<file path="src/rtl/pwm_capture.sv">
// PWM receiver: measures period and high time of pwm_in, converts duty to an
// 8-bit code with a sequential restoring divider, and flags a missing signal.
module pwm_capture #(
    parameter  int CLK_FREQUENCY = 450_000_000,
    localparam int TIMEOUT       = 2 * (CLK_FREQUENCY / 1_000),
    localparam int CW            = $clog2(TIMEOUT + 1)
) (
    input  logic          clk,
    input  logic          reset,
    input  logic          pwm_in,
    output logic [7:0]    duty_cycle,
    output logic [1:0]    freq_select,
    output logic [CW-1:0] period_cnt,
    output logic [CW-1:0] high_cnt,
    output logic          valid,
    output logic          no_signal
);

    localparam int P1K   = CLK_FREQUENCY / 1_000;
    localparam int P10K  = CLK_FREQUENCY / 10_000;
    localparam int P50K  = CLK_FREQUENCY / 50_000;
    localparam int P100K = CLK_FREQUENCY / 100_000;

    localparam logic [CW-1:0] T_MAX  = CW'(TIMEOUT);
    localparam logic [CW-1:0] TH_1K  = CW'((P1K + P10K) / 2);
    localparam logic [CW-1:0] TH_10K = CW'((P10K + P50K) / 2);
    localparam logic [CW-1:0] TH_50K = CW'((P50K + P100K) / 2);

    typedef enum logic [1:0] {IDLE, HIGH, LOW} state_t;

    state_t        state, state_next;
    logic          s1, s2, s2_d;
    logic          rise, fall;
    logic [CW-1:0] cnt, hi_tmp;
    logic          latch_hi, complete, timeout;

    logic          div_busy;
    logic [2:0]    div_step;
    logic [CW-1:0] div_hi, per_tmp, rem, rem_next;
    logic [6:0]    quo;
    logic [CW:0]   shifted;
    logic          qbit;

    function automatic logic [1:0] freq_of(input logic [CW-1:0] p);
        if (p > TH_1K)       return 2'b00;
        else if (p > TH_10K) return 2'b01;
        else if (p > TH_50K) return 2'b10;
        else                 return 2'b11;
    endfunction

    assign rise = s2 & ~s2_d;
    assign fall = ~s2 & s2_d;

    always_ff @(posedge clk or posedge reset) begin
        if (reset) begin
            s1    <= 1'b0;
            s2    <= 1'b0;
            s2_d  <= 1'b0;
            state <= IDLE;
        end else begin
            s1    <= pwm_in;
            s2    <= s1;
            s2_d  <= s2;
            state <= state_next;
        end
    end

    // NOTE: every output of this block gets a default first so no latch is inferred.
    always_comb begin
        state_next = state;
        latch_hi   = 1'b0;
        complete   = 1'b0;
        timeout    = 1'b0;
        case (state)
            IDLE: if (rise) state_next = HIGH;
            HIGH: begin
                if (fall) begin
                    latch_hi   = 1'b1;
                    state_next = LOW;
                end else if (cnt == T_MAX) begin
                    timeout    = 1'b1;
                    state_next = IDLE;
                end
            end
            LOW: begin
                if (rise) begin
                    complete   = 1'b1;
                    state_next = HIGH;
                end else if (cnt == T_MAX) begin
                    timeout    = 1'b1;
                    state_next = IDLE;
                end
            end
            default: state_next = IDLE;
        endcase
    end

    // One restoring step: remainder stays below per_tmp, so CW bits suffice.
    always_comb begin
        shifted  = {rem, 1'b0};
        qbit     = (shifted >= {1'b0, per_tmp});
        rem_next = qbit ? CW'(shifted - {1'b0, per_tmp}) : shifted[CW-1:0];
    end

    // The divider keeps its own copy of the high time because hi_tmp may be
    // overwritten by the next fall while a conversion is still running.
    always_ff @(posedge clk or posedge reset) begin
        if (reset) begin
            cnt         <= '0;
            hi_tmp      <= '0;
            div_busy    <= 1'b0;
            div_step    <= '0;
            div_hi      <= '0;
            per_tmp     <= '0;
            rem         <= '0;
            quo         <= '0;
            duty_cycle  <= '0;
            freq_select <= '0;
            period_cnt  <= '0;
            high_cnt    <= '0;
            valid       <= 1'b0;
            no_signal   <= 1'b0;
        end else begin
            valid <= 1'b0;

            if (rise)              cnt <= CW'(1);
            else if (cnt != T_MAX) cnt <= cnt + 1'b1;

            if (latch_hi) hi_tmp <= cnt;

            if (timeout) begin
                duty_cycle <= s2 ? 8'hFF : 8'h00;
                period_cnt <= '0;
                high_cnt   <= '0;
                valid      <= 1'b1;
                no_signal  <= 1'b1;
                div_busy   <= 1'b0;
            end else if (div_busy) begin
                rem <= rem_next;
                quo <= {quo[5:0], qbit};
                if (div_step == 3'd7) begin
                    duty_cycle  <= {quo, qbit};
                    period_cnt  <= per_tmp;
                    high_cnt    <= div_hi;
                    freq_select <= freq_of(per_tmp);
                    valid       <= 1'b1;
                    no_signal   <= 1'b0;
                    div_busy    <= 1'b0;
                end else begin
                    div_step <= div_step + 1'b1;
                end
            end else if (complete) begin
                div_hi   <= hi_tmp;
                per_tmp  <= cnt;
                rem      <= hi_tmp;
                quo      <= '0;
                div_step <= '0;
                div_busy <= 1'b1;
            end
        end
    end

endmodule

</file>
<file path="config.mk">
export PLATFORM = sky130hd
export DESIGN_NAME = pwm_capture
export DESIGN_NICKNAME = d
export VERILOG_FILES = /design/src/rtl/pwm_capture.sv
export SDC_FILE = /design/constraint.sdc
export NUM_CORES = 1
export LEC_CHECK = 0
export ABC_CLOCK_PERIOD_IN_PS = 5800
export CAP_MARGIN = 20
export CORE_MARGIN = 2
export CORE_UTILIZATION = 45
export CTS_BUF_LIST = sky130_fd_sc_hd__clkbuf_16
export CTS_CLUSTER_DIAMETER = 50
export DETAILED_ROUTE_END_ITERATION = 8
export HOLD_SLACK_MARGIN = 0.05
export PLACE_DENSITY = 0.66
export SYNTH_ARGS = -nofsm -noshare
export SYNTH_HDL_FRONTEND = slang
export SYNTH_SLANG_ARGS = --single-unit
</file>
<file path="constraint.sdc">
create_clock -name clk -period 5.8 [get_ports clk]
set_clock_uncertainty 0.05 [all_clocks]
set_input_delay 1.45 -clock clk [delete_from_list [all_inputs] [get_ports clk]]
set_output_delay 1.45 -clock clk [all_outputs]
set_load 0.05 [all_outputs]
</file>
==> results of run 1 <==
## metal layers
layer | part of all wire [%] | wire, um | track usage, % | up-vias
li1 | - | - | - | 2996
met1 | 44 | 8665 | 27.52 | 3123
met2 | 49 | 9728 | 34.60 | 120
met3 | 3.8 | 756 | 4.508 | 37
met4 | 2.9 | 573 | 7.974 | 0
met5 | 0 | 0 | 0 | -
## cell families (layout without fill, tap and decap cells)
kind of cell | Yosys count | in the layout
AOI/OAI and AO/OA | 217 | 217
xor gates and xnor gates | 30 | 30
adders and majority gates | 29 | 29
buffers and inverters | 70 | 121
DFF | 168 | 168
muxes | 60 | 60
and+or+nand+nor | 254 | 254
## cell type report
type	instances	area share, %
Clock buffer	17	4.457
Clock inverter	13	1.652
Inverter	29	1.180
Multi-Input combinational cell	590	39.24
Sequential cell	168	44.05
Tap cell	229	3.002
Timing Repair Buffer	62	6.424
## how the worst min path moves through the flow
stage	to	slack [ps]
finish	s2	300
global route	s2	310
global placement	s2	280
CTS	s2	300
floorplan	s2	280
detailed placement	s2	290
## power groups by stage
stage | Sequential [uW] | Clock (uW) | Combinational [uW]
floorplan | 1740 | 0 | 1340
global placement | 1640 | 0 | 1840
detailed placement | 1640 | 0 | 1870
CTS | 1620 | 1150 | 1880
global route | 1650 | 1210 | 2090
finish | 1620 | 1140 | 1880
## cell usage after synthesis, types with 10 or more instances
cell      instances
mux2i_1          22
inv_1            29
nand4_1          11
o21ai_0          50
a21oi_1          87
nand2_1         150
xor2_1           15
buf_2            11
xnor2_1          15
mux2_2           37
clkbuf_1         25
dfrtp_1         168
nor2_1           43
ha_1             28
nand2b_1         10
## per-stage QoR
step	total power [uW]	cell area (um2)	util, %	hold slack, ps	setup slack (ps)
floorplan	3080	8250	-	281.2	2159
global placement	3486	8961	49.89	283.7	2848
detailed placement	3513	8961	49.89	289.4	2802
CTS	4657	9544	53.13	304.7	2668
global route	4954	9544	53.13	310.0	2487
finish	4636	9544	53.13	304.4	2697
## registers in the layout, indices dropped and copies added, names as in the netlist
name,cells
per_tmp,20
hi_tmp,20
div_step,3
duty_cycle,8
s2,1
div_hi,20
valid,1
div_busy,1
quo,7
s1,1
cnt,20
no_signal,1
rem,20
state,2
period_cnt,20
high_cnt,20
s2_d,1
freq_select,2
==> flow_metrics.tcl, run 1 <==
set metrics [dict create \
    fp-row-count 49 \
    async_flop_share_pct 100.0 \
    h-tree-depth 4 \
    yosys.area.top_type "dfrtp_1" \
    cp.arrival_ps 1600 \
    path_clk_slew_ps 70 \
    rsz0062_at_grt "no" \
    synth_compound_area_share_pct 15.89 \
    cp_num_cells 1 \
    clock-root-buffer "clkbuf_16" \
    synth-simple-area-share_pct 13.79 \
    synth_cells 828 \
    synth_edf_count 0 \
    yosysTopAreaCellShare_pct 50.98 \
    clock_path_buffers 2 \
    gr-total-overflow 0 \
    synth_top_family_by_area "compound AO/OA/AOI/OAI gates" \
    fillers 1608 \
    final_common_cell "dfrtp_1" \
    yosysWarningCount 0 \
    die_h_um 139.4 \
    synth_ff_type "dfrtp_1" \
    crit_family "buffers and inverters" \
    cts_resized 0 \
    startpoint "duty_cycle[0]" \
    reg2reg_depth 8 \
    setup.worst_path.end_class "output port" \
    n_antenna_cell 0 \
    grt_pass1_wl_mm 32.26 \
    worstSkewPairLatency_ps 440 \
    dr_total_vias 6276 \
    cts_tree "yes" \
    critPathBufInv 1 \
    dp_cells 1078 \
    first_global_vias 6133 \
    p_per_area_nw_per_um2 485.8 \
    period_minus_slack_ps 3103 \
    status "finished, final reports clean" \
    rrSetupSlack_ps 2770 \
    drive_above_1_share_pct 9.329 \
    seq_power_share_pct 35.0 \
    fmax_mhz 322.2 \
    grt_max_degree 169 \
    start_util_pct 45.91 \
    grt_usage_pct 21.07 \
    cp_slowest_cell "clkdlybuf4s50_1" \
    pwr-share-comb_pct 40.5 \
    dp_hpwl_mm 13.44 \
    min-delay-start "s1" \
    fin_crit_sh_pct 53.51 \
    worstMarginPinSlew_ps 1036 \
    cts_sinks 168 \
    wirelength_mm 19.72 \
    areaGrowthSynthToFinish_pct 15.73 \
    postSynthAreaPerCell_um2 9.960 \
    multi_input_area_um2 3745 \
    firstDrtPassIters 5 \
    r2r_start "s2" \
    intPower_uw 2848 \
    finalHoldViolations 0 \
    cp_slowest_stage_delay_ps 800 \
    min_path_cells 0 \
    final_cells 1108 \
    ir_drop_uv 338.9 \
    worstPathRequired_ps 4300 \
    port_buffers 54 \
    worstSetupEndpoint "duty_cycle[0]" \
    final_nets 900 \
    first_iter_violations 441 \
    syn-cell-area_um2 8247 \
    antenna_left 0 \
    synth_nets 860 \
    drc 0 \
    p_clk_share_pct 24.5 \
    synth_mux_area_share_pct 7.859 \
    ff_latch_area_um2 4204 \
    drv_slew 0 \
    synth-seq-cells 168 \
    gp_congestion 0.9111 \
    ctsHoldBuffers 0 \
    p_leak_uw 0.004210 \
    slew_headroom_pct 30.90 \
    rr_endpoint "rem[6]" \
    netlist-cell-type-count 58 \
    swShare_pct 38.57 \
    cp-start-kind "register" \
    hold_path.class "register to register" \
    cap_viol_max_count 0 \
    p_switching_uw 1788 \
    pin_count 55 \
    worst-setup-path-type "register to output port" \
    antenna_found_initial 0 \
    cts_buffers 17 \
    setup_violations 0 \
    setup_tns_ps 0 \
    synth_adder_area_share_pct 4.491 \
    wire_per_inst_um 17.80 \
    die_w_um 139.4 \
    yosys-top-cells-area "dfrtp_1, nand2_1, a21oi_1, mux2_2, ha_1" \
    post_cts_buffers 0 \
    avgViaCountPerCell 5.664 \
    critPathMaxFanout 2 \
    crit_chain "clkdlybuf4s50_1" \
    seq_area_frac_synth_pct 50.98 \
    synth_xor_area_share_pct 3.186 \
    core_area_um2 17960 \
    final_cell_mix "dfrtp_1, nand2_1, a21oi_1, clkdlybuf4s50_1, o21ai_0" \
    die_area_um2 19430 \
]
Power figures use the tool's default switching activity.
==> run 2: changes to the inputs <==
--- a/config.mk
+++ b/config.mk
@@ -5,7 +5,7 @@
 export SDC_FILE = /design/constraint.sdc
 export NUM_CORES = 1
 export LEC_CHECK = 0
-export ABC_CLOCK_PERIOD_IN_PS = 5800
+export ABC_CLOCK_PERIOD_IN_PS = 3200
 export CAP_MARGIN = 20
 export CORE_MARGIN = 2
 export CORE_UTILIZATION = 45
@@ -13,7 +13,6 @@
 export CTS_CLUSTER_DIAMETER = 50
 export DETAILED_ROUTE_END_ITERATION = 8
 export HOLD_SLACK_MARGIN = 0.05
-export PLACE_DENSITY = 0.66
 export SYNTH_ARGS = -nofsm -noshare
 export SYNTH_HDL_FRONTEND = slang
 export SYNTH_SLANG_ARGS = --single-unit
==> constraint.sdc (replaced) <==
create_clock -name clk -period 3.2 [get_ports clk]
set_clock_uncertainty 0.05 [all_clocks]
set_input_delay 0.8 -clock clk [delete_from_list [all_inputs] [get_ports clk]]
set_output_delay 0.8 -clock clk [all_outputs]
set_load 0.05 [all_outputs]
==> run 2 against run 1 <==
Against the previous run: die area unchanged; core utilization up 0.95 points; cell count up 1.9%; flip-flop and latch count unchanged; final area up 1.8%; setup slack worse by 2500 ps; critical path depth up 8; power up 83%; first-iteration DRC count up 23%.
==> flow_metrics.tcl, run 2 (synthesized netlist as in run 1, its figures left out) <==
set metrics [dict create \
    p_per_area_nw_per_um2 871.8 \
    first_iter_violations 544 \
    n_antenna_cell 0 \
    worstSkewPairLatency_ps 430 \
    worst-setup-path-type "register to register" \
    final_cell_mix "dfrtp_1, nand2_1, a21oi_1, clkdlybuf4s50_1, o21ai_0" \
    hold_path.class "register to register" \
    drive_above_1_share_pct 11.56 \
    gr-total-overflow 0 \
    dp_hpwl_mm 14.93 \
    slew_headroom_pct 41.38 \
    cp.arrival_ps 3270 \
    first_global_vias 6574 \
    final_cells 1129 \
    setup.worst_path.end_class "register" \
    pwr-share-comb_pct 42.2 \
    final_nets 919 \
    cts_resized 0 \
    dp_cells 1096 \
    period_minus_slack_ps 3010 \
    gp_congestion 0.9146 \
    fmax_mhz 332.2 \
    clock_path_buffers 2 \
    die_h_um 139.4 \
    r2r_start "cnt[14]" \
    min_path_cells 0 \
    reg2reg_depth 9 \
    cp_slowest_stage_delay_ps 620 \
    cap_viol_max_count 0 \
    critPathBufInv 1 \
    wire_per_inst_um 18.83 \
    fin_crit_sh_pct 94.07 \
    worstPathRequired_ps 3460 \
    wirelength_mm 21.26 \
    intPower_uw 5073 \
    worstMarginPinSlew_ps 876.0 \
    hold_path_end "s2" \
    setup_tns_ps 0 \
    p_switching_uw 3396 \
    crit_family "simple AND/OR/NAND/NOR gates" \
    rsz0062_at_grt "no" \
    dr_total_vias 6399 \
    h-tree-depth 4 \
    p_clk_share_pct 23.3 \
    cts_tree "yes" \
    clock-root-buffer "clkbuf_16" \
    cts_buffers 17 \
    drc 0 \
    die_area_um2 19430 \
    finalHoldViolations 0 \
    crit_chain "or4b_4 > nor4_4 > nand4_1 > buf_4 > o21ai_4 > nand2_1 > o21ai_0 > o31ai_1 > a31oi_1" \
    whs_ps 298.5 \
    seq_power_share_pct 34.5 \
    swShare_pct 40.10 \
    ctsHoldBuffers 0 \
    cp_slowest_cell "or4b_4" \
    cts_sinks 168 \
    post_cts_buffers 0 \
    setup_violations 0 \
    fp-row-count 49 \
    port_buffers 54 \
    start_util_pct 45.91 \
    areaGrowthSynthToFinish_pct 17.80 \
    ir_drop_uv 590.9 \
    status "finished, final reports clean" \
    critPathMaxFanout 32 \
    rrSetupSlack_ps 190 \
    drv_slew 0 \
    antenna_left 0 \
    antenna_found_initial 0 \
    final_common_cell "dfrtp_1" \
    cp-start-kind "register" \
    pin_count 55 \
    min-delay-start "s1" \
    core_area_um2 17960 \
    grt_pass1_wl_mm 34.68 \
    avgViaCountPerCell 5.668 \
    path_clk_slew_ps 70 \
    rr_endpoint "rem[16]" \
    firstDrtPassIters 5 \
    p_leak_uw 0.004308 \
    die_w_um 139.4 \
    fillers 1634 \
    grt_max_degree 60 \
    grt_usage_pct 22.63 \
]
-- run 2: how the worst max path moves through the flow --
stage | start | to | depth (start not counted)
2_1_floorplan | reset | cnt[0] | 1
3_3_place_gp | cnt[14] | rem[16] | 9
3_5_place_dp | cnt[14] | rem[16] | 9
4_1_cts | per_tmp[1] | rem[1] | 11
5_1_grt | per_tmp[1] | rem[1] | 12
6_report | cnt[14] | rem[16] | 9
-- run 2: per-stage QoR --
step                total power, uW  setup WS (ps)  util (%)  area (um2)
global route                   9001          73.81     54.08        9714
CTS                            8476          250.0     53.97        9694
global placement               6413          244.7     50.89        9141
detailed placement             6497          273.9     50.89        9141
floorplan                      5583          209.3         -        8250
finish                         8469          189.7     54.08        9714
-- run 2: per-layer routing --
layer | up-vias | global-route usage [%] | share of wire [%]
met3 | 33 | 3.889 | 4.2
met1 | 3224 | 29.36 | 44
met2 | 122 | 38.73 | 50
met4 | 0 | 7.283 | 2.0
met5 | - | 0 | 0
li1 | 3020 | - | -
-- run 2: power by group through the flow --
stage,clock network (uW),logic (uW),registers [uW]
after global placement,0,3470,2940
after detailed placement,0,3540,2960
final,1970,3570,2920
after CTS,2000,3550,2920
after floorplan,0,2430,3150
after global routing,2100,3930,2970
-- run 2: area by class of cell --
cell class | count | area [um2] | share of cell area [%]
Clock buffer | 17 | 425.4 | 4.379
Clock inverter | 15 | 127.6 | 1.314
Inverter | 29 | 112.6 | 1.159
Multi-Input combinational cell | 590 | 3740 | 38.50
Sequential cell | 168 | 4204 | 43.28
Tap cell | 229 | 286.5 | 2.950
Timing Repair Buffer | 81 | 818.3 | 8.423
==> run 3: changes to the inputs <==
--- a/config.mk
+++ b/config.mk
@@ -13,6 +13,7 @@
 export CTS_CLUSTER_DIAMETER = 50
 export DETAILED_ROUTE_END_ITERATION = 8
 export HOLD_SLACK_MARGIN = 0.05
+export RECOVER_POWER = 50
 export SYNTH_ARGS = -nofsm -noshare
 export SYNTH_HDL_FRONTEND = slang
 export SYNTH_SLANG_ARGS = --single-unit
==> run 3 against run 2 <==
Against the previous run: cell count is the same; clock-buffer cell count is the same; maximum frequency is 0.84% higher; first-iteration DRC count shrank 19%; hold slack hardly changed; largest cell class unchanged.
==> flow_metrics.tcl, run 3 (synthesized netlist as in run 1, its figures left out) <==
set metrics [dict create \
    status "finished, final reports clean" \
    ff_latch_area_um2 4204 \
    start_util_pct 45.91 \
    crit_family "simple AND/OR/NAND/NOR gates" \
    crit_chain "or4b_4 > nor4_4 > nand4_1 > buf_4 > o21ai_4 > nand2_1 > o21ai_0 > o31ai_1 > a31oi_1" \
    cts_buffers 17 \
    antenna_found_initial 0 \
    first_global_vias 6574 \
    drc 0 \
    cp_slowest_cell "or4b_4" \
    core_area_um2 17960 \
    h-tree-depth 4 \
    ctsHoldBuffers 0 \
    hold_path.class "register to register" \
    wirelength_mm 21.15 \
    die_area_um2 19430 \
    grt_max_degree 60 \
    dp_cells 1096 \
    worstSkewPairLatency_ps 430 \
    fin_total_pwr_uw 8455 \
    slew_headroom_pct 6.516 \
    worstPathRequired_ps 3460 \
    fp-row-count 49 \
    die_w_um 139.4 \
    die_h_um 139.4 \
    cp.arrival_ps 3250 \
    final_cells 1129 \
    multi_input_area_um2 3740 \
    design_area_um2 9673 \
    post_cts_buffers 0 \
    setup_tns_ps 0 \
    firstDrtPassIters 5 \
    dp_hpwl_mm 14.93 \
    final_nets 919 \
    pin_count 55 \
    areaGrowthSynthToFinish_pct 17.30 \
    finalHoldViolations 0 \
    swShare_pct 40.07 \
    drive_above_1_share_pct 11.22 \
    clock_path_buffers 2 \
    critPathBufInv 1 \
    p_per_area_nw_per_um2 874.1 \
    setup.worst_path.end_class "register" \
    cp-start-kind "register" \
    drv_slew 0 \
    clock-root-buffer "clkbuf_16" \
    p_switching_uw 3388 \
    avgViaCountPerCell 5.650 \
    fin_crit_sh_pct 93.29 \
    cts_sinks 168 \
    pwr-share-comb_pct 42.1 \
    gr-total-overflow 0 \
    final_cell_mix "dfrtp_1, nand2_1, a21oi_1, clkdlybuf4s50_1, o21ai_0" \
    cts_tree "yes" \
    cts_resized 0 \
    wire_per_inst_um 18.73 \
    critPathMaxFanout 32 \
    p_leak_uw 0.004287 \
    intPower_uw 5067 \
    grt_usage_pct 22.63 \
    first_iter_violations 439 \
    rsz0062_at_grt "no" \
    n_antenna_cell 0 \
    antenna_left 0 \
    fmax_mhz 335.0 \
    worstMarginPinSlew_ps 1402 \
    ir_drop_uv 588.9 \
    placed_area_um2 9141 \
    p_clk_share_pct 23.3 \
    worst-setup-path-type "register to register" \
    port_buffers 54 \
    fillers 1636 \
    period_minus_slack_ps 2985 \
    seq_power_share_pct 34.5 \
    dr_total_vias 6379 \
    grt_pass1_wl_mm 34.68 \
    setup_violations 0 \
    path_clk_slew_ps 60 \
    final_common_cell "dfrtp_1" \
    cap_viol_max_count 0 \
    gp_congestion 0.9146 \
    cp_slowest_stage_delay_ps 620 \
]
[run 3: changes by cell type in the layout (fill, tap and decap cells not counted), moves of 2 or more]
cell / change
buf_4: -4
dlygate4sd3_1: +2
clkbuf_1: +3
buf_12: -2
clkbuf_4: +2
clkdlybuf4s50_1: -2
[run 3: power by group through the flow]
stage	clock, uW	combinational, uW	sequential [uW]
2_1_floorplan	0	2430	3150
3_3_place_gp	0	3470	2940
3_5_place_dp	0	3540	2960
4_1_cts	2000	3550	2920
5_1_grt	2100	3930	2970
6_report	1970	3560	2920
[run 3: through the flow]
stage / util, % / setup WS [ps] / hold WS [ps]
detailed placement: 50.89 / 273.9 / 284.7
finish: 53.85 / 214.6 / 298.5
global route: 53.85 / 73.81 / 317.3
CTS: 53.97 / 250.0 / 299.7
floorplan: - / 209.3 / 281.2
global placement: 50.89 / 244.7 / 281.9
[run 3: worst paths after layout]
| path | from | end | slack (ps) | cells past startpoint |
|---|---|---|---|---|
| worst max-delay path | cnt[14] | rem[16] | 210 | 9 |
| worst min-delay path | s1 | s2 | 300 | 0 |
| worst max register to register | cnt[14] | rem[16] | 210 | 9 |
| worst min register to register | s1 | s2 | 300 | 0 |
| max in group asynchronous | reset | period_cnt[13] | 780 | 3 |
| min in group asynchronous | reset | period_cnt[0] | 940 | 2 |
[run 3: final cells by class]
| type | count | area share, % |
|---|---|---|
| Tap cell | 229 | 2.962 |
| Multi-Input combinational cell | 590 | 38.66 |
| Inverter | 29 | 1.138 |
| Sequential cell | 168 | 43.46 |
| Clock inverter | 15 | 1.319 |
| Clock buffer | 17 | 4.398 |
| Timing Repair Buffer | 81 | 8.058 |
[run 3: per-layer routing]
metal / wire (um) / GRT usage [%] / part of all wire [%] / vias to the layer above
li1: - / - / - / 3012
met1: 9096 / 29.36 / 43 / 3197
met2: 10620 / 38.73 / 50 / 137
met3: 987 / 3.889 / 4.7 / 33
met4: 445 / 7.283 / 2.1 / 0
met5: 0 / 0 / 0 / -
